==> src/rtl/nv_ram_rwsp_8x257_fifo_ctrl_pkg.sv <==
// Shared constants and types for the 8x257 RAM-backed FIFO controller.
package nv_fifo_ctrl_pkg;

  localparam int unsigned DEPTH = 8;
  localparam int unsigned AW    = 3;
  localparam int unsigned DW    = 257;
  localparam int unsigned CW    = 4;

  typedef logic [DW-1:0] pd_t;
  typedef logic [AW-1:0] ptr_t;
  typedef logic [CW-1:0] cnt_t;

endpackage

==> src/rtl/nv_ram_rwsp_8x257_fifo_ctrl_if.sv <==
// Producer/consumer valid-ready stream bundle around the FIFO controller.
interface nv_ram_rwsp_8x257_fifo_ctrl_if;
  import nv_fifo_ctrl_pkg::*;

  logic wr_pvld;
  logic wr_prdy;
  pd_t  wr_pd;
  logic rd_pvld;
  logic rd_prdy;
  pd_t  rd_pd;

  modport slave (
    input  wr_pvld, wr_pd, rd_prdy,
    output wr_prdy, rd_pvld, rd_pd
  );

  modport master (
    output wr_pvld, wr_pd, rd_prdy,
    input  wr_prdy, rd_pvld, rd_pd
  );

endinterface

==> src/rtl/nv_ram_rwsp_8x257_fifo_ctrl.sv <==
// Sequences an external 8x257 two-port RAM as a 9-entry stream buffer,
// hiding the RAM's address-latch + output-register read pipeline.
module nv_ram_rwsp_8x257_fifo_ctrl
  import nv_fifo_ctrl_pkg::*;
(
  input  logic                               clk,
  input  logic                               rst,
  nv_ram_rwsp_8x257_fifo_ctrl_if.slave       bus,
  output ptr_t                               ram_wa,
  output logic                               ram_we,
  output pd_t                                ram_di,
  output ptr_t                               ram_ra,
  output logic                               ram_re,
  output logic                               ram_ore,
  input  pd_t                                ram_dout,
  output cnt_t                               fifo_cnt,
  input  logic [31:0]                        pwrbus_ram_pd_in,
  output logic [31:0]                        pwrbus_ram_pd
);

  ptr_t wr_ptr;
  ptr_t rd_ptr;
  cnt_t ram_cnt;
  logic s1_vld;
  logic s2_vld;
  logic push;
  logic pop;
  cnt_t unissued;

  // A slot stays counted in ram_cnt until ore copies it out, so the address
  // latch (s1) never needs its own occupancy; unissued excludes it.
  always_comb begin
    bus.wr_prdy   = (ram_cnt != cnt_t'(DEPTH));
    push          = bus.wr_pvld & bus.wr_prdy;
    bus.rd_pvld   = s2_vld;
    bus.rd_pd     = ram_dout;
    pop           = s2_vld & bus.rd_prdy;
    unissued      = ram_cnt - cnt_t'(s1_vld);
    ram_ore       = s1_vld & (~s2_vld | pop);
    ram_re        = (unissued != '0) & (~s1_vld | ram_ore);
    ram_we        = push;
    ram_wa        = wr_ptr;
    ram_di        = bus.wr_pd;
    ram_ra        = rd_ptr;
    fifo_cnt      = ram_cnt + cnt_t'(s2_vld);
    pwrbus_ram_pd = pwrbus_ram_pd_in;
  end

  always_ff @(posedge clk or posedge rst) begin
    if (rst) begin
      wr_ptr  <= '0;
      rd_ptr  <= '0;
      ram_cnt <= '0;
      s1_vld  <= 1'b0;
      s2_vld  <= 1'b0;
    end else begin
      if (push)   wr_ptr <= wr_ptr + ptr_t'(1);
      if (ram_re) rd_ptr <= rd_ptr + ptr_t'(1);
      ram_cnt <= ram_cnt + cnt_t'(push) - cnt_t'(ram_ore);
      s1_vld  <= ram_re  | (s1_vld & ~ram_ore);
      s2_vld  <= ram_ore | (s2_vld & ~pop);
    end
  end

endmodule
==> src/flat_wrapper.sv <==
// flat-port wrapper written by rule: the top's interface ports become plain ports
module nv_ram_rwsp_8x257_fifo_ctrl_flat import nv_fifo_ctrl_pkg::*;
  (clk, rst, ram_wa, ram_we, ram_di, ram_ra, ram_re, ram_ore, ram_dout, fifo_cnt, pwrbus_ram_pd_in, pwrbus_ram_pd, bus_wr_pvld, bus_wr_pd, bus_rd_prdy, bus_wr_prdy, bus_rd_pvld, bus_rd_pd);
  nv_ram_rwsp_8x257_fifo_ctrl_if bus_i ();
  input  logic clk;
  input  logic rst;
  output ptr_t ram_wa;
  output logic ram_we;
  output pd_t ram_di;
  output ptr_t ram_ra;
  output logic ram_re;
  output logic ram_ore;
  input  pd_t ram_dout;
  output cnt_t fifo_cnt;
  input  logic [31:0] pwrbus_ram_pd_in;
  output logic [31:0] pwrbus_ram_pd;
  input wire logic [$bits(bus_i.wr_pvld)-1:0] bus_wr_pvld;
  input wire logic [$bits(bus_i.wr_pd)-1:0] bus_wr_pd;
  input wire logic [$bits(bus_i.rd_prdy)-1:0] bus_rd_prdy;
  output wire logic [$bits(bus_i.wr_prdy)-1:0] bus_wr_prdy;
  output wire logic [$bits(bus_i.rd_pvld)-1:0] bus_rd_pvld;
  output wire logic [$bits(bus_i.rd_pd)-1:0] bus_rd_pd;
  assign bus_i.wr_pvld = bus_wr_pvld;
  assign bus_i.wr_pd = bus_wr_pd;
  assign bus_i.rd_prdy = bus_rd_prdy;
  assign bus_wr_prdy = bus_i.wr_prdy;
  assign bus_rd_pvld = bus_i.rd_pvld;
  assign bus_rd_pd = bus_i.rd_pd;
  nv_ram_rwsp_8x257_fifo_ctrl u_core (.clk(clk), .rst(rst), .bus(bus_i), .ram_wa(ram_wa), .ram_we(ram_we), .ram_di(ram_di), .ram_ra(ram_ra), .ram_re(ram_re), .ram_ore(ram_ore), .ram_dout(ram_dout), .fifo_cnt(fifo_cnt), .pwrbus_ram_pd_in(pwrbus_ram_pd_in), .pwrbus_ram_pd(pwrbus_ram_pd));
endmodule
==> config.mk <==
export PLATFORM = sky130hd
export DESIGN_NAME = nv_ram_rwsp_8x257_fifo_ctrl_flat
export DESIGN_NICKNAME = d
export VERILOG_FILES = /design/src/rtl/nv_ram_rwsp_8x257_fifo_ctrl_pkg.sv /design/src/rtl/nv_ram_rwsp_8x257_fifo_ctrl_if.sv /design/src/rtl/nv_ram_rwsp_8x257_fifo_ctrl.sv /design/src/flat_wrapper.sv
export SDC_FILE = /design/constraint.sdc
export NUM_CORES = 1
export LEC_CHECK = 0
export CORE_AREA = 2 2 438 440
export DETAILED_ROUTE_END_ITERATION = 16
export DIE_AREA = 0 0 440 442
export GPL_TIMING_DRIVEN = 0
export PLACE_DENSITY = 0.3
export SLEW_MARGIN = 20
export SYNTH_ARGS = -nofsm -noshare
export SYNTH_HDL_FRONTEND = slang
export SYNTH_SLANG_ARGS = --single-unit
export TNS_END_PERCENT = 100
==> constraint.sdc <==
create_clock -name clk -period 2.46 [get_ports clk]
set_input_delay 0.492 -clock clk [delete_from_list [all_inputs] [get_ports clk]]
set_output_delay 0.492 -clock clk [all_outputs]
set_load 0.05 [all_outputs]
==> results.md <==
- Status: completed
- CTS Root Cell: clkbuf_16
- Fmax: 0.427 GHz
- Total track usage: 0.117
- H-tree lvl count: 1
- Final antenna-violating net count: 0
- RSZ-0062 raised after global routing: no
- WS Path Type: flop to output port
- Number of synthesized flops with an enable pin: 0
- CP endpoint kind: output port
- Initial DRC count: 236
- Unique masters post-synth: 21
- Share of cells above drive strength 1: 0.486
- Mapped Area: 4820 um2
- Fin Clk Skew: 0.00366 ns
- Most frequent CP cell: ha_1
- WP buf/inv: 1
- Clock sinks: 12
- CTS clk-pin slew, worst paths: 0.05 ns
- Net Count, Synth: 1170
- Die Span Y: 442 um
- RePlAce Congestion: 1.10
- Routed WL: 119000 um
- PwrDens: 428 nW/um2
- Max Cap Viol: 0
- Hpwl dp: 117000 um
- Critical path depth: 3
- Rel. slew slack: 0.351
- Initial antenna violation count: 209
- Via count: 6347
- Slew @ Worst Pin: 0.971 ns
- Routed length per instance: 32.1 um
- Die X: 440 um
- CP startpoint kind: flop
- Min Tclk post-route: 2.34 ns
- Post-Syn Instances: 607
- Req. time, crit path: 1.97 ns
- Top cells by count, synth: buf_4, dfrtp_1, ha_1, inv_1, xnor2_1
- Max Slew Vio Count: 0
- Slowest cell delay on critical path: 0.58 ns
- CTS tree: done
- Final net count: 1741
- Core area: 190000 um2
- Area after DPL: 13600 um2
- Initial core utilization: 0.0254
- CP max FO: 4
- Final cell count without fillers: 3721
- # DRC: 0
- Critical Path AT: 1.85 ns
- Placed Instances: 3682
- Area leader, netlist: buf_4
- Syn Area/Cell: 7.94 um2
- R2R depth: 11
- Clk_lat worst skew: 0.26 ns
- Most frequent cell after synthesis: buf_4
- Top cell type's share of synthesized area: 0.850
- Synth top area cells: buf_4, dfrtp_1, ha_1, xnor2_1, inv_1
- Core Rows: 160
- Post-route clock period utilization: 0.952
- Hold path depth: 1
- Port Buffers: 564
- Overflow after GRT: 0
- Number of global-route vias before repair: 6162
- First-pass GRT wire length: 132000 um
- Ys Warns: 0
- Cell family with most CP delay: buffers and inverters
- Vias per std cell: 1.71
- Final setup viols: 0
- Top FF cell, synth: dfrtp_1
- Crit-path cells: ha_1 > ha_1 > dlygate4sd2_1
- Final hold violation count: 0
- IO Count: 1111
- Number of CTS-inserted buffers: 3
- Slowest cell on crit path: dlygate4sd2_1
- Die area: 194000 um2
- Min-Delay Path Class: flop to flop
- Setup Total Neg Slack: 0 ns
- Synthesized flop and latch total: 12
- Utilization after layout: 0.0731
- Clock Tree Buf Depth: 2
- # hold bufs at CTS: 0
- Async S/R FF share, synth: 1.00
- Drt pass-1 iters: 4
- Peak supply drop: 0.238 mV
- Static Leak: 0.00524 uW
- Syn-to-layout area delta: 187%
- Post-layout instance area: 13900 um2
- Sequential share of the synthesized area: 0.0623
- Largest net degree at the start of global routing: 13
[layout by cell type (no fill, tap or decap)]
master / instances
and4b_4: 1
or2_2: 1
and2_1: 1
mux2_2: 1
diode_2: 34
buf_2: 2
clkdlybuf4s50_1: 557
or3b_4: 1
xor2_1: 2
dlygate4sd2_1: 4
xnor2_1: 6
nand2b_1: 2
clkbuf_16: 3
buf_6: 1
a22oi_1: 1
nor4b_2: 1
and3b_1: 1
xnor2_2: 1
nand2_8: 1
dfrtp_1: 9
ha_4: 2
nor2_1: 2
ha_1: 10
nand2_1: 3
inv_2: 3
mux2_4: 1
a221oi_4: 1
a21oi_1: 1
buf_12: 1
dfrtp_2: 3
fa_1: 1
inv_1: 5
buf_4: 547
[state kept, by name, summed over array words and instances (netlist names)]
| register | cells |
|---|---|
| u_core.ram_wa | 3 |
| u_core.ram_ra | 3 |
| u_core.s1_vld | 1 |
| u_core.ram_cnt | 4 |
| u_core.bus.rd_pvld | 1 |
[power by group]
| group | switching (uW) | total [uW] | internal [uW] |
|---|---|---|---|
| Combinational | 3350 | 5160 | 1820 |
| Sequential | 140 | 444 | 304 |
| Clock | 113 | 327 | 214 |
| Total | 3600 | 5930 | 2330 |
[path summary, 6_finish.rpt]
path                                     from                 to  slack [ns]
setup / recovery           u_core.bus.rd_pvld        fifo_cnt[1]        0.12
hold / removal               u_core.ram_wa[2]   u_core.ram_wa[2]        0.46
setup reg to reg            u_core.ram_cnt[2]  u_core.ram_cnt[3]        0.13
min in group asynchronous                 rst   u_core.ram_ra[0]        0.66
hold reg to reg              u_core.ram_wa[2]   u_core.ram_wa[2]        0.46
max in group asynchronous                 rst  u_core.ram_cnt[2]        1.29
[final cells by class]
cell class / count / area, um2
inverter: 8 / 30.0
fill: 22200 / 176000
tap: 2511 / 3140
clock buffer: 3 / 75.1
sequential: 12 / 304
antenna: 34 / 85.1
timing repair buffer: 566 / 5660
multi-input combinational: 41 / 459
buffer: 546 / 4100
[per-layer routing]
layer	vias to the layer above	GRT usage	wire (um)
met5	-	0	539
met4	86	0.00266	1670
met3	292	0.0926	20500
met2	758	0.213	59900
met1	2723	0.107	36800
li1	2488	-	-
[metrics by stage]
| stage | hold slack [ns] | total power, uW | setup WS [ns] |
|---|---|---|---|
| final | 0.463 | 5930 | 0.117 |
| after global routing | 0.510 | 6170 | 0.00286 |
| after CTS | 0.473 | 5990 | -0.0877 |
| after detailed placement | 0.466 | 5560 | -0.905 |
| after global placement | 0.463 | 5580 | -0.949 |
| after floorplan | 0.357 | 3690 | 0.0291 |
[timing repair]
action                                  in CTS  in global routing
pin swaps                                    2                  2
gates resized for setup                     29                  3
endpoints found under the setup margin       9                  6
buffers inserted                             1                  1
[cell families after synthesis]
kind of cell	Yosys count	synth area share
adder cells (fa/ha/maj)	13	0.0353
flip-flops	12	0.0623
multiplexers	2	0.00545
AND/OR/NAND/NOR	14	0.0182
buffers and inverters	554	0.857
XOR/XNOR	9	0.0164
AO/OA/AOI/OAI	3	0.00571
No activity file was read; power rests on OpenSTA's default activity.
